## config.mk

```make
export PLATFORM = sky130hd
export DESIGN_NAME = master_rd_arbiter
export DESIGN_NICKNAME = d
export VERILOG_FILES = /design/src/rtl/master_rd_arbiter.sv
export SDC_FILE = /design/constraint.sdc
export NUM_CORES = 1
export LEC_CHECK = 0
export BUFFER_PORTS_ARGS = -buffer_cell sky130_fd_sc_hd__buf_2
export CORE_AREA = 2 2 184 186
export CTS_CLUSTER_DIAMETER = 40
export DETAILED_ROUTE_END_ITERATION = 7
export DIE_AREA = 0 0 186 188
export PLACE_DENSITY = 0.55
export SYNTH_ARGS = -nofsm -noshare
export SYNTH_HDL_FRONTEND = slang
export SYNTH_SLANG_ARGS = --single-unit
```

## constraint.sdc

```tcl
create_clock -name clk -period 7.8 [get_ports clk]
set_input_delay 1.56 -clock clk [delete_from_list [all_inputs] [get_ports clk]]
set_output_delay 1.56 -clock clk [all_outputs]
set_load 0.02 [all_outputs]
```

## src/rtl/master_rd_arbiter.sv

```systemverilog
// Round-robin arbiter sharing one master read port between NUM_REQ requesters.
// One outstanding read at a time; a WAIT timeout keeps a dead slave from hanging the port.
module master_rd_arbiter #(
  parameter int NUM_REQ = 4,
  parameter int ADDR_W  = 64,
  parameter int DATA_W  = 64,
  parameter int TIMEOUT = 256
) (
  input  logic                      clk,
  input  logic                      reset,
  input  logic [NUM_REQ-1:0]        req_rd,
  input  logic [NUM_REQ*ADDR_W-1:0] req_addr,
  output logic [NUM_REQ-1:0]        req_gnt,
  output logic [DATA_W-1:0]         req_data_out,
  output logic [NUM_REQ-1:0]        req_data_val,
  output logic [NUM_REQ-1:0]        req_err,
  output logic [ADDR_W-1:0]         master_addr,
  output logic                      master_rd,
  input  logic [DATA_W-1:0]         master_data_in,
  input  logic                      master_data_in_val,
  output logic                      busy
);

  localparam int IW = (NUM_REQ > 1) ? $clog2(NUM_REQ) : 1;

  localparam logic [1:0] S_IDLE  = 2'd0;
  localparam logic [1:0] S_ISSUE = 2'd1;
  localparam logic [1:0] S_WAIT  = 2'd2;

  localparam logic [15:0] TO_LAST = 16'(TIMEOUT - 1);

  logic [1:0]    state;
  logic [IW-1:0] last;
  logic [IW-1:0] win;
  logic [IW-1:0] pick;
  logic [IW-1:0] cand;
  logic          found;
  logic [15:0]   cnt;

  // Scan upward from the slot after the last winner, wrapping, and take the first requester found.
  always_comb begin
    pick  = last;
    cand  = last;
    found = 1'b0;
    for (int k = 1; k <= NUM_REQ; k++) begin
      cand = IW'((int'(last) + k) % NUM_REQ);
      if (!found && req_rd[cand]) begin
        pick  = cand;
        found = 1'b1;
      end
    end
  end

  always_ff @(posedge clk or posedge reset) begin
    if (reset) begin
      state        <= S_IDLE;
      last         <= IW'(NUM_REQ - 1);
      win          <= '0;
      cnt          <= '0;
      req_gnt      <= '0;
      req_data_out <= '0;
      req_data_val <= '0;
      req_err      <= '0;
      master_addr  <= '0;
      master_rd    <= 1'b0;
      busy         <= 1'b0;
    end else begin
      req_data_val <= '0;
      req_err      <= '0;
      case (state)
        S_IDLE: begin
          if (|req_rd) begin
            state       <= S_ISSUE;
            win         <= pick;
            req_gnt     <= NUM_REQ'(1) << pick;
            master_addr <= req_addr[pick*ADDR_W +: ADDR_W];
            master_rd   <= 1'b1;
            busy        <= 1'b1;
          end
        end
        S_ISSUE: begin
          master_rd <= 1'b0;
          cnt       <= '0;
          state     <= S_WAIT;
        end
        S_WAIT: begin
          // A response on the timeout edge takes precedence over the error.
          if (master_data_in_val) begin
            req_data_out <= master_data_in;
            req_data_val <= NUM_REQ'(1) << win;
            req_gnt      <= '0;
            busy         <= 1'b0;
            last         <= win;
            state        <= S_IDLE;
          end else if (TIMEOUT != 0 && cnt == TO_LAST) begin
            req_err <= NUM_REQ'(1) << win;
            req_gnt <= '0;
            busy    <= 1'b0;
            last    <= win;
            state   <= S_IDLE;
          end else begin
            cnt <= cnt + 16'd1;
          end
        end
        default: begin
          state   <= S_IDLE;
          req_gnt <= '0;
          busy    <= 1'b0;
        end
      endcase
    end
  end

endmodule

```

==> run metrics, run 1 <==
status finished, final reports clean; pre-CTS worst setup slack around 3.7 ns; sequential share of power between 30 and 40%; overall power around 4.5 mW; Chip Width 186 microns; Clock power frac about a fifth; WL final about 26 mm; initial antenna violation count 0; Final Instance Area about 0.011 sq mm; Crit Path Class in2reg; setup bufs post-CTS 0; Main synth FF type dfrtp_1; total negative slack 0 ns; TritonCTS clock tree yes; Comb power frac approximately 49%; HP Class reg2reg; Overflow after GRT 0; # H-tree levels 4; Setup-failing EPs final 0; IO Pins 469; adder-cell share of the synthesized area 0.1582%; hold_ws 0.4797 ns; Via Count roughly 7000; flop-to-flop setup slack 4.68 ns; # rows between 60 and 70; worst endpoint data arrival time around 4 ns; Setup WS post-layout 4.085 ns; CTS max path bufs 2; Power per Cell Area between 300 and 400 mW/mm^2; CTS Hold Bufs 0; post-synth top area share 51.24%; maximum fanout along the worst path 96; slowest CP cell o221a_4; drt wl/cell 16.54 microns; number of synthesized register bits about 160; first-pass GRT wire length 38.18 mm; Clock Sinks 164; maximum vdd drop between 0.2 and 0.25 mV; Area contributors post-synth dfrtp_1, mux2i_1, mux2_2; most frequent cell after synthesis dfrtp_1; Cell Chain, Critical Path buf_2, a22oi_1, o221a_4, buf_12, mux2i_1, o221ai_1; Slew HR between 30% and 40%; Synth Area in Simple Gates under 10%; non-filler cells, final approximately 1600; crit-path max cell delay 0.69 ns; Nets roughly 1400; GPL Wtd Cong 0.7966; Ys Warns 0; Vias/cell 4.503; crit-path leading delay family compound AO/OA/AOI/OAI gates; mux share of post-synthesis cell area 26.35%; Synth Area in Compound Gates 9.837%; Residual DRC 0; Slew @ Worst Pin 0.9048 ns; Final period util a little under half; sw power about 1.9 mW; final hold vios 0; register area share after synthesis slightly above 50%; CP endpoint kind flip-flop; Initial DRC Count 223; largest net degree at the start of global routing 97; Post-synth top cells dfrtp_1, mux2i_1, nand2_1, mux2_2, o221ai_1; Post-Syn Area per Cell 12.08 sq um; die height 188 microns; Sw Share between 40% and 50%; Clock Tree Root clkbuf_16; Cells after Synth ~660; Area Overhead vs Synth 42.05%; Starting Density between 20% and 30%; Final ANT Viol Nets 0; Max Clk Rate 269.2 MHz; largest area contributor in the netlist dfrtp_1; area of placed instances 0.01065 sq mm; Distinct cells, synth 45; internal power 2.561 mW; core area 0.03311 sq mm; cell count after placement 1531; Post-synth EDFFs 0; Detailed Routing Iterations Pass 1 4; Die ar. ~0.035 sq mm; post-DP HPWL just under 20 mm; RSZ-0062 raised after global routing false; Syn Std Cell Area 0.007911 sq mm; share of cells above drive strength 1 52.56%; largest family of logic cells by synthesized area multiplexers; vias in the first global route 6891; fin util 33.94%; clk_skew ~0.0093 ns; Clock Latency Late Sink around 0.43 ns; Max Slew Vio Count 0; Antenna diodes 0; syn_nets 983; minimum clock period 3.715 ns; post-synthesis xor/xnor area fraction 0.4428%; cts repair resizes 0; number of max-cap violations 0; Critical Path RT 8.08 ns; Leakage 5.823 nW; IO buf count 468; Total GRT Usage about 14%; CP Launch Type primary input; Num CTS Buffers 17; asr flop ratio synth 100.0%; Reg clk slew, reported paths 0.07 ns; Critical path buffers and inverters 2
## worst min-delay path: stages (launching register included)
cell	delay, ns
dfrtp_1	0.35
nand2_1	0.05
nand2_1	0.05
## logic make-up after synthesis
group | Yosys count
flip-flops | 164
adder cells (fa/ha/maj) | 1
XOR/XNOR | 4
AND/OR/NAND/NOR | 137
AO/OA/AOI/OAI | 94
multiplexers | 200
buffers and inverters | 55
## metal layers
layer | track usage, % | share of wire (%)
met3 | 3.399 | 6.1
met2 | 24.31 | 50
met1 | 18.12 | 43
met4 | 3.816 | 1.4
met5 | 0 | 0
## final timing paths
| path | endpoint | cells after the start | from |
|---|---|---|---|
| setup / recovery | master_addr[31]$_DFFE_PP0P_ | 6 | req_rd[3] |
| hold / removal | master_rd$_DFFE_PP0P_ | 2 | master_rd$_DFFE_PP0P_ |
| setup reg to reg | master_addr[31]$_DFFE_PP0P_ | 6 | last[1]$_DFFE_PP1P_ |
| hold reg to reg | master_rd$_DFFE_PP0P_ | 2 | master_rd$_DFFE_PP0P_ |
| max in group asynchronous | master_addr[52]$_DFFE_PP0P_ | 3 | reset |
| min in group asynchronous | req_data_out[12]$_DFFE_PP0P_ | 2 | reset |
## cell usage in the layout, fill, tap and decap left out, drive strengths merged, types with 7 or more instances in the layout
cell    count
nand2      82
nand3      12
inv        15
mux2i     134
o221ai     65
nor2       15
dfrtp     162
buf       475
o21ai       7
mux2       66
clkbuf     19
## power by group through the flow
| stage | registers, mW | clock network (mW) | logic, mW |
|---|---|---|---|
| 2_1_floorplan | 1.86 | 0 | 1.08 |
| 3_3_place_gp | 1.45 | 0 | 2.18 |
| 3_5_place_dp | 1.45 | 0 | 2.21 |
| 4_1_cts | 1.44 | 0.895 | 2.21 |
| 5_1_grt | 1.49 | 0.928 | 2.34 |
| 6_report | 1.44 | 0.858 | 2.17 |
## final cells by class
type                            count  area, sq um
Clock inverter                     13        138.9
Multi-Input combinational cell    436         3537
Inverter                            8        35.03
Tap cell                          448        560.5
Timing Repair Buffer              475         2407
Fill cell                        3384        21870
Sequential cell                   164         4106
Clock buffer                       19        452.9
## registers in the layout, summed over array words and instances, names as in the netlist, 2 cells and up
signal	count
win	2
master_addr	64
req_data_val	4
cnt	16
last	2
req_err	4
req_data_out	64
state	2
req_gnt	4
(Power assumes the default switching activity.)
==> run 2: changes to the inputs <==
--- a/config.mk
+++ b/config.mk
@@ -6,11 +6,11 @@
 export NUM_CORES = 1
 export LEC_CHECK = 0
 export BUFFER_PORTS_ARGS = -buffer_cell sky130_fd_sc_hd__buf_2
-export CORE_AREA = 2 2 184 186
+export CORE_AREA = 2 2 182 184
 export CTS_CLUSTER_DIAMETER = 40
 export DETAILED_ROUTE_END_ITERATION = 7
-export DIE_AREA = 0 0 186 188
-export PLACE_DENSITY = 0.55
+export DIE_AREA = 0 0 184 186
+export PLACE_DENSITY = 0.58
 export SYNTH_ARGS = -nofsm -noshare
 export SYNTH_HDL_FRONTEND = slang
 export SYNTH_SLANG_ARGS = --single-unit
==> constraint.sdc (replaced) <==
create_clock -name clk -period 3.4 [get_ports clk]
set_input_delay 0.68 -clock clk [delete_from_list [all_inputs] [get_ports clk]]
set_output_delay 0.68 -clock clk [all_outputs]
set_load 0.02 [all_outputs]
==> run 2 against run 1 <==
Against the previous run:
- global-route usage increased by 0.13 points
- count of clock-buffer cells in the layout decreased by 1
- hold slack got worse by 0.14 ns
- cell area increased by 1.2%
- power increased by 140%
- register-to-register slack got worse by 3.7 ns
- clock skew increased by 0.0050 ns
- critical path type is now reg2reg
- largest cell class unchanged
==> run metrics, run 2 (same netlist as run 1, synthesis figures left out) <==
overall power 10.60 mW; Final Instance Area 0.01138 sq mm; Num CTS Buffers 17; Detailed Routing Iterations Pass 1 4; Chip Width 184 microns; Final period util 72.48%; HP Class in2async; worst reg2reg path startpoint last[1]$_DFFE_PP1P_; total negative slack 0 ns; most common cell after layout, fill and taps aside buf_2; Slew @ Worst Pin 0.8234 ns; Clock Latency Late Sink 0.43 ns; TritonCTS clock tree yes; WL final about 26 mm; CTS max path bufs 2; initial antenna violation count 0; first-pass GRT wire length 38.07 mm; Nets 1439; Vias/cell approximately 4.6; clk_skew 0.01434 ns; GPL Wtd Cong 0.8139; Via Count 7044; CP startpoint last[1]$_DFFE_PP1P_; final hold vios 0; Max Slew Vio Count 0; Max Clk Rate 405.8 MHz; Die ar. 0.03422 sq mm; vias in the first global route 6821; core area 0.03221 sq mm; number of max-cap violations 0; setup bufs post-CTS 0; CP endpoint kind flip-flop; IO buf count approximately 470; largest registers master_addr x64, req_data_out x64, cnt x16; Area Overhead vs Synth 43.82%; Clock Tree Root clkbuf_16; status finished, final reports clean; post-DP HPWL 19.55 mm; Clock Sinks 164; CP Launch Type flip-flop; RSZ-0062 raised after global routing false; CTS Hold Bufs 0; Slew HR 44.68%; share of cells above drive strength 1 52.85%; # H-tree levels 4; Critical Path RT 3.68 ns; cts repair resizes 0; most frequent cells in the layout buf_2, dfrtp_1, mux2i_1; Final ANT Viol Nets 0; Total GRT Usage 14.45%; maximum fanout along the worst path 54; maximum vdd drop 0.4239 mV; IO Pins approximately 470; drt wl/cell 16.93 microns; Initial DRC Count 273; Overflow after GRT 0; fill cell count 3299; Leakage 5.925 nW; worst endpoint data arrival time 2.75 ns; Crit Path Class reg2reg; area of placed instances 0.01074 sq mm; die height 186 microns; Power per Cell Area ~930 mW/mm^2; largest net degree at the start of global routing 69; # rows 66; minimum clock period 2.464 ns; Reg clk slew, reported paths 0.07 ns; Starting Density roughly a quarter; Residual DRC 0; Setup-failing EPs final 0; Antenna diodes 0
run 2: cell count changes in the layout (fill, tap and decap cells not counted):
cell | before | now
buf_12 | 1 | 7
buf_4 | 6 | 9
bufinv_16 | 1 | 4
clkbuf_1 | 0 | 1
clkbuf_8 | 2 | 0
clkinv_2 | 0 | 1
clkinvlp_4 | 3 | 1
inv_6 | 5 | 4
run 2: power breakdown:
group / internal [mW] / switching [mW] / total (mW)
Sequential: 2.83 / 0.492 / 3.32
Combinational: 2.08 / 3.05 / 5.13
Clock: 1.26 / 0.893 / 2.15
run 2: final timing paths:
check	slack (ns)	depth (start not counted)	end
hold reg to reg	0.48	2	master_addr[26]$_DFFE_PP0P_
max in group asynchronous	2.26	3	last[0]$_DFFE_PP1P_
setup / recovery	0.94	6	master_addr[61]$_DFFE_PP0P_
hold / removal	0.34	2	req_data_out[16]$_DFFE_PP0P_
min in group clk	0.48	2	req_data_out[14]$_DFFE_PP0P_
setup reg to reg	0.94	6	master_addr[61]$_DFFE_PP0P_
run 2: per-layer routing:
layer | vias up | routed length (microns) | track usage [%]
li1 | 3357 | - | -
met1 | 3404 | 11020 | 18.61
met2 | 265 | 13010 | 24.48
met3 | 18 | 1590 | 2.935
met4 | 0 | 323 | 4.288
met5 | - | 0 | 0
run 2: stage by stage:
stage,utilization (%),instances,setup WS [ns],hold slack [ns]
2_1_floorplan,-,655,0.6368,0.4513
3_3_place_gp,33.34,1500,0.8705,0.4580
3_5_place_dp,33.34,1500,0.7132,0.4626
4_1_cts,35.33,1532,0.9602,0.3339
5_1_grt,35.33,1532,0.8129,0.3591
6_report,35.33,1532,0.9357,0.3352
run 2: final cells by class:
cell class	instances	area [sq um]	area share, %
Clock buffer	18	429.2	3.772
Clock inverter	14	211.5	1.858
Inverter	8	33.78	0.2969
Multi-Input combinational cell	436	3537	31.09
Sequential cell	164	4106	36.09
Tap cell	408	510.5	4.486
Timing Repair Buffer	484	2550	22.41
run 2: worst max-delay path: stages, from the launching register on:
cell and delay (ns):
dfstp_2 0.61, inv_1 0.07, a22oi_1 0.28, o221a_4 0.44, buf_12 0.37, mux2i_1 0.35, o221ai_1 0.17
